File: config.mk
export PLATFORM = sky130hd
export DESIGN_NAME = seg7_scan_controller
export DESIGN_NICKNAME = d
export VERILOG_FILES = /design/src/rtl/seg7_scan_controller.sv
export SDC_FILE = /design/constraint.sdc
export NUM_CORES = 1
export LEC_CHECK = 0
export ABC_AREA = 0
export BUFFER_PORTS_ARGS = -buffer_cell sky130_fd_sc_hd__buf_2
export CAP_MARGIN = 20
export CORE_MARGIN = 5
export CORE_UTILIZATION = 40
export CTS_CLUSTER_DIAMETER = 100
export DETAILED_ROUTE_END_ITERATION = 6
export PLACE_DENSITY = 0.57
export SETUP_SLACK_MARGIN = 0.4
export SKIP_LAST_GASP = 1
export SYNTH_ARGS = -nofsm -noshare
export SYNTH_HDL_FRONTEND = slang
export SYNTH_SLANG_ARGS = --single-unit
File: constraint.sdc
create_clock -name clock -period 1.8 [get_ports clock]
set_clock_uncertainty 0.15 [all_clocks]
set_input_delay 0.36 -clock clock [delete_from_list [all_inputs] [get_ports clock]]
set_output_delay 0.36 -clock clock [all_outputs]
set_load 0.1 [all_outputs]
File: src/rtl/seg7_scan_controller.sv
// -----------------------------------------------------------------------------
// seg7_scan_controller
//
// Time-multiplexed scan controller for a 4-digit common-select 7-segment
// display. An MCU writes segment bytes into a 4-entry digit register file
// through a four-phase level handshake. The block scans the four digits
// round-robin. Each digit slot has a SHOW phase, followed by a BLANK phase in
// which every digit is deselected so that the previous pattern does not ghost
// onto the next digit.
//
// Parameters
//   SCAN_DIV      clock cycles per digit slot (show + blank), >= 2
//   BLANK_CYCLES  all-deselected cycles at the end of each slot,
//                 1 <= BLANK_CYCLES < SCAN_DIV
//
// Ports
//   clock        in   system clock
//   reset_n      in   asynchronous active-low reset
//   wr_strobe    in   MCU write request (asynchronous level, active-high)
//   wr_addr      in   digit index to write (stable while wr_strobe is high)
//   wr_data      in   segment byte {a,b,c,d,e,f,g,dp}, 1 = lit
//   enable       in   0 forces the display dark; scan and writes continue
//   wr_ack       out  handshake acknowledge, registered
//   digit_sel_n  out  active-low digit selects, one-cold or all-ones, registered
//   segments     out  segment lines of the selected digit, registered
// -----------------------------------------------------------------------------
module seg7_scan_controller #(
    parameter int SCAN_DIV     = 4096,
    parameter int BLANK_CYCLES = 64
) (
    input  logic       clock,
    input  logic       reset_n,
    input  logic       wr_strobe,
    input  logic [1:0] wr_addr,
    input  logic [7:0] wr_data,
    input  logic       enable,
    output logic       wr_ack,
    output logic [3:0] digit_sel_n,
    output logic [7:0] segments
);

    localparam int CW = (SCAN_DIV > 2) ? $clog2(SCAN_DIV) : 1;
    localparam logic [CW-1:0] SHOW_LAST  = CW'(SCAN_DIV - BLANK_CYCLES - 1);
    localparam logic [CW-1:0] BLANK_LAST = CW'(BLANK_CYCLES - 1);

    typedef enum logic {
        HS_IDLE = 1'b0,
        HS_HOLD = 1'b1
    } hs_state_t;

    typedef enum logic {
        SC_SHOW  = 1'b0,
        SC_BLANK = 1'b1
    } scan_state_t;

    // Active-low one-cold select pattern for a digit index.
    function automatic logic [3:0] digit_select(input logic [1:0] idx);
        logic [3:0] sel;
        case (idx)
            2'd0:    sel = 4'b1110;
            2'd1:    sel = 4'b1101;
            2'd2:    sel = 4'b1011;
            2'd3:    sel = 4'b0111;
            default: sel = 4'b1111;
        endcase
        return sel;
    endfunction

    logic              strobe_s1_r;
    logic              strobe_s2_r;
    hs_state_t         hs_state_r;
    hs_state_t         hs_next_s;
    logic              mem_we_s;
    logic              wr_ack_r;
    logic [7:0]        digit_mem_r [4];

    scan_state_t       scan_state_r;
    scan_state_t       scan_next_s;
    logic [CW-1:0]     scan_cnt_r;
    logic [CW-1:0]     scan_cnt_next_s;
    logic [1:0]        scan_idx_r;
    logic [1:0]        scan_idx_next_s;

    logic [3:0]        digit_sel_next_s;
    logic [7:0]        segments_next_s;
    logic [3:0]        digit_sel_n_r;
    logic [7:0]        segments_r;

    // Two-flop synchronizer for the asynchronous MCU strobe.
    always_ff @(posedge clock or negedge reset_n) begin
        if (!reset_n) begin
            strobe_s1_r <= 1'b0;
            strobe_s2_r <= 1'b0;
        end else begin
            strobe_s1_r <= wr_strobe;
            strobe_s2_r <= strobe_s1_r;
        end
    end

    // Handshake state register; wr_ack is high exactly while in HOLD.
    always_ff @(posedge clock or negedge reset_n) begin
        if (!reset_n) begin
            hs_state_r <= HS_IDLE;
            wr_ack_r   <= 1'b0;
        end else begin
            hs_state_r <= hs_next_s;
            wr_ack_r   <= (hs_next_s == HS_HOLD);
        end
    end

    // Handshake next state: one write on the rising strobe, then wait for
    // the strobe to drop so a held strobe cannot write twice.
    always_comb begin
        hs_next_s = hs_state_r;
        mem_we_s  = 1'b0;
        case (hs_state_r)
            HS_IDLE: begin
                if (strobe_s2_r) begin
                    mem_we_s  = 1'b1;
                    hs_next_s = HS_HOLD;
                end else begin
                    hs_next_s = HS_IDLE;
                end
            end
            HS_HOLD: begin
                if (!strobe_s2_r) begin
                    hs_next_s = HS_IDLE;
                end else begin
                    hs_next_s = HS_HOLD;
                end
            end
            default: begin
                hs_next_s = HS_IDLE;
            end
        endcase
    end

    // Digit register file. wr_addr/wr_data are stable for the whole strobe,
    // so they are safe to sample once the synchronized strobe is seen.
    always_ff @(posedge clock or negedge reset_n) begin
        if (!reset_n) begin
            for (int i = 0; i < 4; i++) begin
                digit_mem_r[i] <= 8'h00;
            end
        end else if (mem_we_s) begin
            digit_mem_r[wr_addr] <= wr_data;
        end
    end

    // Scan state, slot counter and digit index registers.
    always_ff @(posedge clock or negedge reset_n) begin
        if (!reset_n) begin
            scan_state_r <= SC_SHOW;
            scan_cnt_r   <= '0;
            scan_idx_r   <= 2'd0;
        end else begin
            scan_state_r <= scan_next_s;
            scan_cnt_r   <= scan_cnt_next_s;
            scan_idx_r   <= scan_idx_next_s;
        end
    end

    // Scan next state: SHOW for SCAN_DIV-BLANK_CYCLES cycles, then BLANK for
    // BLANK_CYCLES cycles, advancing the digit index at the end of BLANK.
    always_comb begin
        scan_next_s     = scan_state_r;
        scan_cnt_next_s = scan_cnt_r + CW'(1);
        scan_idx_next_s = scan_idx_r;
        case (scan_state_r)
            SC_SHOW: begin
                if (scan_cnt_r == SHOW_LAST) begin
                    scan_cnt_next_s = '0;
                    scan_next_s     = SC_BLANK;
                end else begin
                    scan_next_s     = SC_SHOW;
                end
            end
            SC_BLANK: begin
                if (scan_cnt_r == BLANK_LAST) begin
                    scan_cnt_next_s = '0;
                    scan_idx_next_s = scan_idx_r + 2'd1;
                    scan_next_s     = SC_SHOW;
                end else begin
                    scan_next_s     = SC_BLANK;
                end
            end
            default: begin
                scan_cnt_next_s = '0;
                scan_idx_next_s = 2'd0;
                scan_next_s     = SC_SHOW;
            end
        endcase
    end

    // Output decode from the current scan position. Reading the register file
    // live means a write to the shown digit appears one clock after it lands,
    // with no disturbance to the selects.
    always_comb begin
        digit_sel_next_s = 4'b1111;
        segments_next_s  = 8'h00;
        if (enable && (scan_state_r == SC_SHOW)) begin
            digit_sel_next_s = digit_select(scan_idx_r);
            segments_next_s  = digit_mem_r[scan_idx_r];
        end else begin
            digit_sel_next_s = 4'b1111;
            segments_next_s  = 8'h00;
        end
    end

    // Registered display outputs.
    always_ff @(posedge clock or negedge reset_n) begin
        if (!reset_n) begin
            digit_sel_n_r <= 4'b1111;
            segments_r    <= 8'h00;
        end else begin
            digit_sel_n_r <= digit_sel_next_s;
            segments_r    <= segments_next_s;
        end
    end

    assign wr_ack      = wr_ack_r;
    assign digit_sel_n = digit_sel_n_r;
    assign segments    = segments_r;

    seg7_scan_checker u_checker (
        .clock       (clock),
        .reset_n     (reset_n),
        .digit_sel_n (digit_sel_n_r),
        .segments    (segments_r)
    );

endmodule

// -----------------------------------------------------------------------------
// seg7_scan_checker
//
// Output invariants of the scan controller.
//   clock, reset_n  clock and reset of the observed block
//   digit_sel_n     registered digit selects
//   segments        registered segment lines
// -----------------------------------------------------------------------------
module seg7_scan_checker (
    input logic       clock,
    input logic       reset_n,
    input logic [3:0] digit_sel_n,
    input logic [7:0] segments
);

    // Never two digits selected at once.
    a_one_cold: assert property (@(posedge clock) disable iff (!reset_n)
        $countones(~digit_sel_n) <= 1);

    // Segments are dark whenever no digit is selected.
    a_dark_when_blank: assert property (@(posedge clock) disable iff (!reset_n)
        (digit_sel_n == 4'b1111) |-> (segments == 8'h00));

endmodule

# ---- Word-level counts from Yosys, hierarchy flattened
# Cells that the tools add are included.
dict set report word_totals {
  latch_bits 0
  output_inout_bits 13
  input_bits 14
  register_bits 62
  mem_count 0
  mem_bits_ro 0
  mem_bits_rw 0
}
dict set report op_classes {
  n_eq_ne 5
  n_reduce_logical 4
  div_mod_pow 0
  n_shift 0
  mul 0
  bitwise 3
  magnitude_cmp 3
  muxes 17
  add_sub_neg 2
}
# cell n
set op_table {}
lappend op_table {{32-bit bitwise mux} 1}
lappend op_table {{8-bit 2-to-1 mux} 4}
lappend op_table {{12-bit 2-to-1 mux} 2}
lappend op_table {{12-bit case mux with 2 select lines} 1}
lappend op_table {{8-bit binary-select mux with 2-bit select} 1}
lappend op_table {{8-bit demux with 2-bit select} 1}
lappend op_table {{4-bit case mux with 4 select lines} 1}
lappend op_table {{12-bit by 1-bit adder with 12-bit output, second input constant} 1}
lappend op_table {{12-bit == test, second input constant} 1}
lappend op_table {{12-bit by 6-bit == test with 1-bit output, second input constant} 1}
lappend op_table {{3-bit >= comparator, second input constant} 2}
lappend op_table {{2-bit inverter with 3-bit output} 2}
lappend op_table {{2-bit == test, second input constant} 2}
lappend op_table {{1-bit 2-to-1 mux} 4}
lappend op_table {{4-bit 2-to-1 mux} 1}
lappend op_table {{3-bit by 1-bit less-than comparator with 1-bit output, second input constant} 1}
lappend op_table {{2-bit by 1-bit adder with 2-bit output, second input constant} 1}
lappend op_table {{2-bit by 1-bit == test with 1-bit output, second input constant} 1}
lappend op_table {{1-bit logical AND} 2}
lappend op_table {{2-bit zero test} 1}
lappend op_table {{1-bit case mux with 2 select lines} 1}
lappend op_table {{2-bit AND reduction} 1}
lappend op_table {{1-bit inverter} 1}

# ---- Logic depth before layout (Yosys ltp)
dict set report depth {
  ltp_word 6
  mapped_depth 5
}

# ---- Least setup slack after synthesis
# Ideal clock, no wire load.
dict set report synth_timing {
  path_kind {reg2reg}
  from {register wr_ack (netlist name)}
  to {register digit_mem_r[24] (netlist name)}
  path_slack_ns -0.220
  stages_incl_launch_ff 3
  setup_time_ns 0.125
  period_less_slack_ns 2.020
  n_path_buf 0
  arrival_ns 1.745
  cell_sequence {dfrtp_1 nor4b_4 mux2_2}
}
# item line
set synth_lines {}
lappend synth_lines {{end signal, assigned by index} 146} ;# digit_mem_r[wr_addr] <= wr_data;
lappend synth_lines {{end, declared} 75} ;# logic [7:0] digit_mem_r [4];

# ---- Worst setup path after layout
dict set report layout_timing {
  from {register scan_cnt_r[8]}
  to {register scan_cnt_r[11]}
}
dict set report layout_via {
  elab_chain_len 3
  elab_cells_between_ends 6
}
# item line
set layout_lines {}
lappend layout_lines {{start, declared} 79} ;# logic [CW-1:0] scan_cnt_r;
lappend layout_lines {{start signal, assigned} 158} ;# scan_cnt_r <= scan_cnt_next_s;
lappend layout_lines {{12-bit by 1-bit adder with 12-bit output (tied with other cells)} 167} ;# scan_cnt_next_s = scan_cnt_r + CW'(1);
lappend layout_lines {{12-bit 2-to-1 mux (on tied branches)} {179, 171}}
lappend layout_lines {{12-bit case mux with 2 select lines (*)} 169} ;# case (scan_state_r)
lappend layout_lines {{net scan_cnt_next_s[11]} 80} ;# logic [CW-1:0] scan_cnt_next_s;
# The timed path passes the listed nets; every way through them passes the cells marked *.
# A chain may end at the register's enable or synchronous reset.

==> out/metrics.yaml <==
status: "completed"
die_w_um: 91.7
cts_tree: "done"
ioPinCount: 27
row_count: 29
routed_wl_um: 5320
root_buffer: "clkbuf_8"
clkLatencyLatePin_ns: 0.33
drc: 0
final.setup.tns_ns: 0
grt_max_degree: 43
fp.dieH_um: 91.7
period_share: 0.923
dp_cells: 291
drt_pass1_iterations: 4
synth_area_um2: 2670
multi_input_area_um2: 1250
core_um2: 6420
initial_utilization: 0.416
layout-drive-gt1-share: 0.563
p_leak_nw: 1.65
first_iter_violations: 76
synth.avg_cell_area_um2: 14.6
rsz0062_at_grt: "true"
cts_htree_levels: 3
grt_pass1_vias: 1760
cts_sinks: 62
max_freq_ghz: 0.602
fillers: 511
hp-class: "in -> reg"
netlist_instances: 183
nets: 259
synth_ff_type: "dfrtp_1"
portBuffers: 26
setup.worst_path.class: "reg -> reg"
cellPowerDensity_nw_per_um2: 977
finalCriticalPeriod_ns: 1.66
peakVddDrop_mv: 0.368
max-slew-margin-rel: 0.657
r2r_cells: 5
syn2layout_area_growth_pct: 37.7
wl_per_cell_um: 16.5
cp-start-kind: "flip-flop"
viasPerCell: 5.12
clockBufferDepth: 2
worstMarginPinSlew_ns: 0.515
grt_pass1_wl_um: 8890
end_kind: "flip-flop"
grt.total_usage: 0.135
postSynth.asyncResetShare: 1.00
ys_ff_latch: 62
drv_cap: 0
setup_violations: 0
num_vias: 1648
ant_nets: 0
die_area_um2: 8410
antenna_found_initial: 0
path_clk_slew_ns: 0.07
synth-seq-area-share: 0.583
place_congestion: 0.751
n_antenna_cell: 0
hold_viol_final: 0
synth_edf_count: 0
hold_depth: 2
cp_max_fo: 7
syn_nets: 202
dpl.hpwl_um: 3280
overflow: 0
cts_made_buffers: 9
cp.arrival_ns: 1.72
required_ns: 1.86
seqCellArea_um2: 1560
synth.distinct_cells: 34
synth_warnings: 0
maxSlewViolCount: 0
fin_cells: 322
## critical path, stage by stage, from the launching register on
cell and delay [ns]:
dfrtp_2 0.46, nor4_4 0.33, a32o_2 0.21, nor3b_4 0.19, buf_6 0.15, nor2_1 0.05
## logic make-up (layout without fill, tap and decap cells)
logic type | after synthesis | count (layout) | share of synthesized area
flops | 62 | 62 | 0.583
mux | 41 | 41 | 0.207
simple gates | 49 | 49 | 0.121
xor+xnor | 8 | 8 | 0.0262
buf+inv | 10 | 72 | 0.0159
compound gates | 8 | 8 | 0.0234
fa+ha+maj | 5 | 5 | 0.0234
## cell usage after synthesis (3+ instances only)
master / n / area share
dfrtp_1: 58 / 0.54
inv_1: 4 / 0.0056
ha_1: 5 / 0.023
mux2_2: 32 / 0.13
and2_1: 8 / 0.019
nor2_1: 9 / 0.013
buf_2: 4 / 0.0075
nor2b_1: 3 / 0.0070
nand2b_1: 3 / 0.0070
nand3_1: 3 / 0.0056
mux4_2: 8 / 0.067
nand2_1: 9 / 0.013
xnor2_1: 6 / 0.020
dfstp_2: 4 / 0.039
## path summary, 6_finish.rpt
path	from	endpoint	slack, ns
setup / recovery	scan_cnt_r[8]	scan_cnt_r[11]	0.14
hold / removal	wr_data[4]	digit_mem_r[20]	0.16
setup reg to reg	scan_cnt_r[8]	scan_cnt_r[11]	0.14
hold reg to reg	strobe_s1_r	strobe_s2_r	0.21
max in group asynchronous	reset_n	scan_cnt_r[7]	0.62
min in group asynchronous	reset_n	digit_mem_r[13]	0.38
## routing by layer
metal,GRT usage,vias to the layer above,share of wire
met3,0.0360,7,0.038
met1,0.185,852,0.48
li1,-,761,-
met2,0.195,28,0.46
met4,0.0705,0,0.018
met5,0,-,0
## per-stage QoR
stage / hold WS, ns / utilization / area (um2) / setup slack (ns) / power (mW)
CTS: 0.133 / 0.550 / 3530 / 0.164 / 3.58
global route: 0.145 / 0.573 / 3680 / 0.0810 / 3.75
floorplan: -0.0856 / - / 2730 / 0.0827 / 2.11
finish: 0.161 / 0.573 / 3680 / 0.139 / 3.59
detailed placement: 0.188 / 0.472 / 3030 / 0.0934 / 2.26
global placement: 0.194 / 0.472 / 3030 / 0.166 / 2.24
## area by class of cell
type	instances	area share
inverters	4	0.00408
repair buffers	52	0.151
flip-flops and latches	62	0.425
multi-input cells	111	0.339
well taps	77	0.0262
clock buffers	10	0.0374
clock inverters	6	0.0167
## placed cells by master, fill, tap and decap left out, types with 2 or more instances in the layout
master	n
buf_8	6
clkinv_2	3
dfstp_2	4
nand3_1	3
dfrtp_2	3
and2_4	7
dfrtp_1	54
a22o_1	2
o21ai_0	2
mux2_4	24
buf_12	9
xor2_1	2
nor2b_1	2
mux4_2	8
nand2_1	8
ha_1	4
nand2b_1	3
nor2_1	7
buf_6	5
dlygate4sd3_1	2
inv_1	4
buf_4	16
buf_2	13
mux2_2	9
clkbuf_8	10
xnor2_1	5
## what timing repair did
action,4_1_cts,5_1_grt
endpoints found under the hold margin,59,0
resized for setup,59,27
buffers inserted,8,4
gates cloned,0,1
pin swaps,4,9
hold buffers,2,0
setup endpoints to repair,66,66
## flip-flops by register name, indices dropped and copies added, names as in the netlist
| register | flops |
|---|---|
| segments | 8 |
| scan_cnt_r | 12 |
| strobe_s1_r | 1 |
| wr_ack | 1 |
| digit_mem_r | 32 |
| strobe_s2_r | 1 |
| scan_state_r | 1 |
| scan_idx_r | 2 |
| digit_sel_n | 4 |
## power by group
part / internal, mW / leakage, nW / switching [mW] / total (mW)
registers: 1.58 / 0.754 / 0.108 / 1.69
logic: 0.363 / 0.791 / 0.324 / 0.686
clock network: 0.672 / 0.102 / 0.543 / 1.21
total: 2.62 / 1.65 / 0.975 / 3.59
Power figures use the tool's default switching activity.
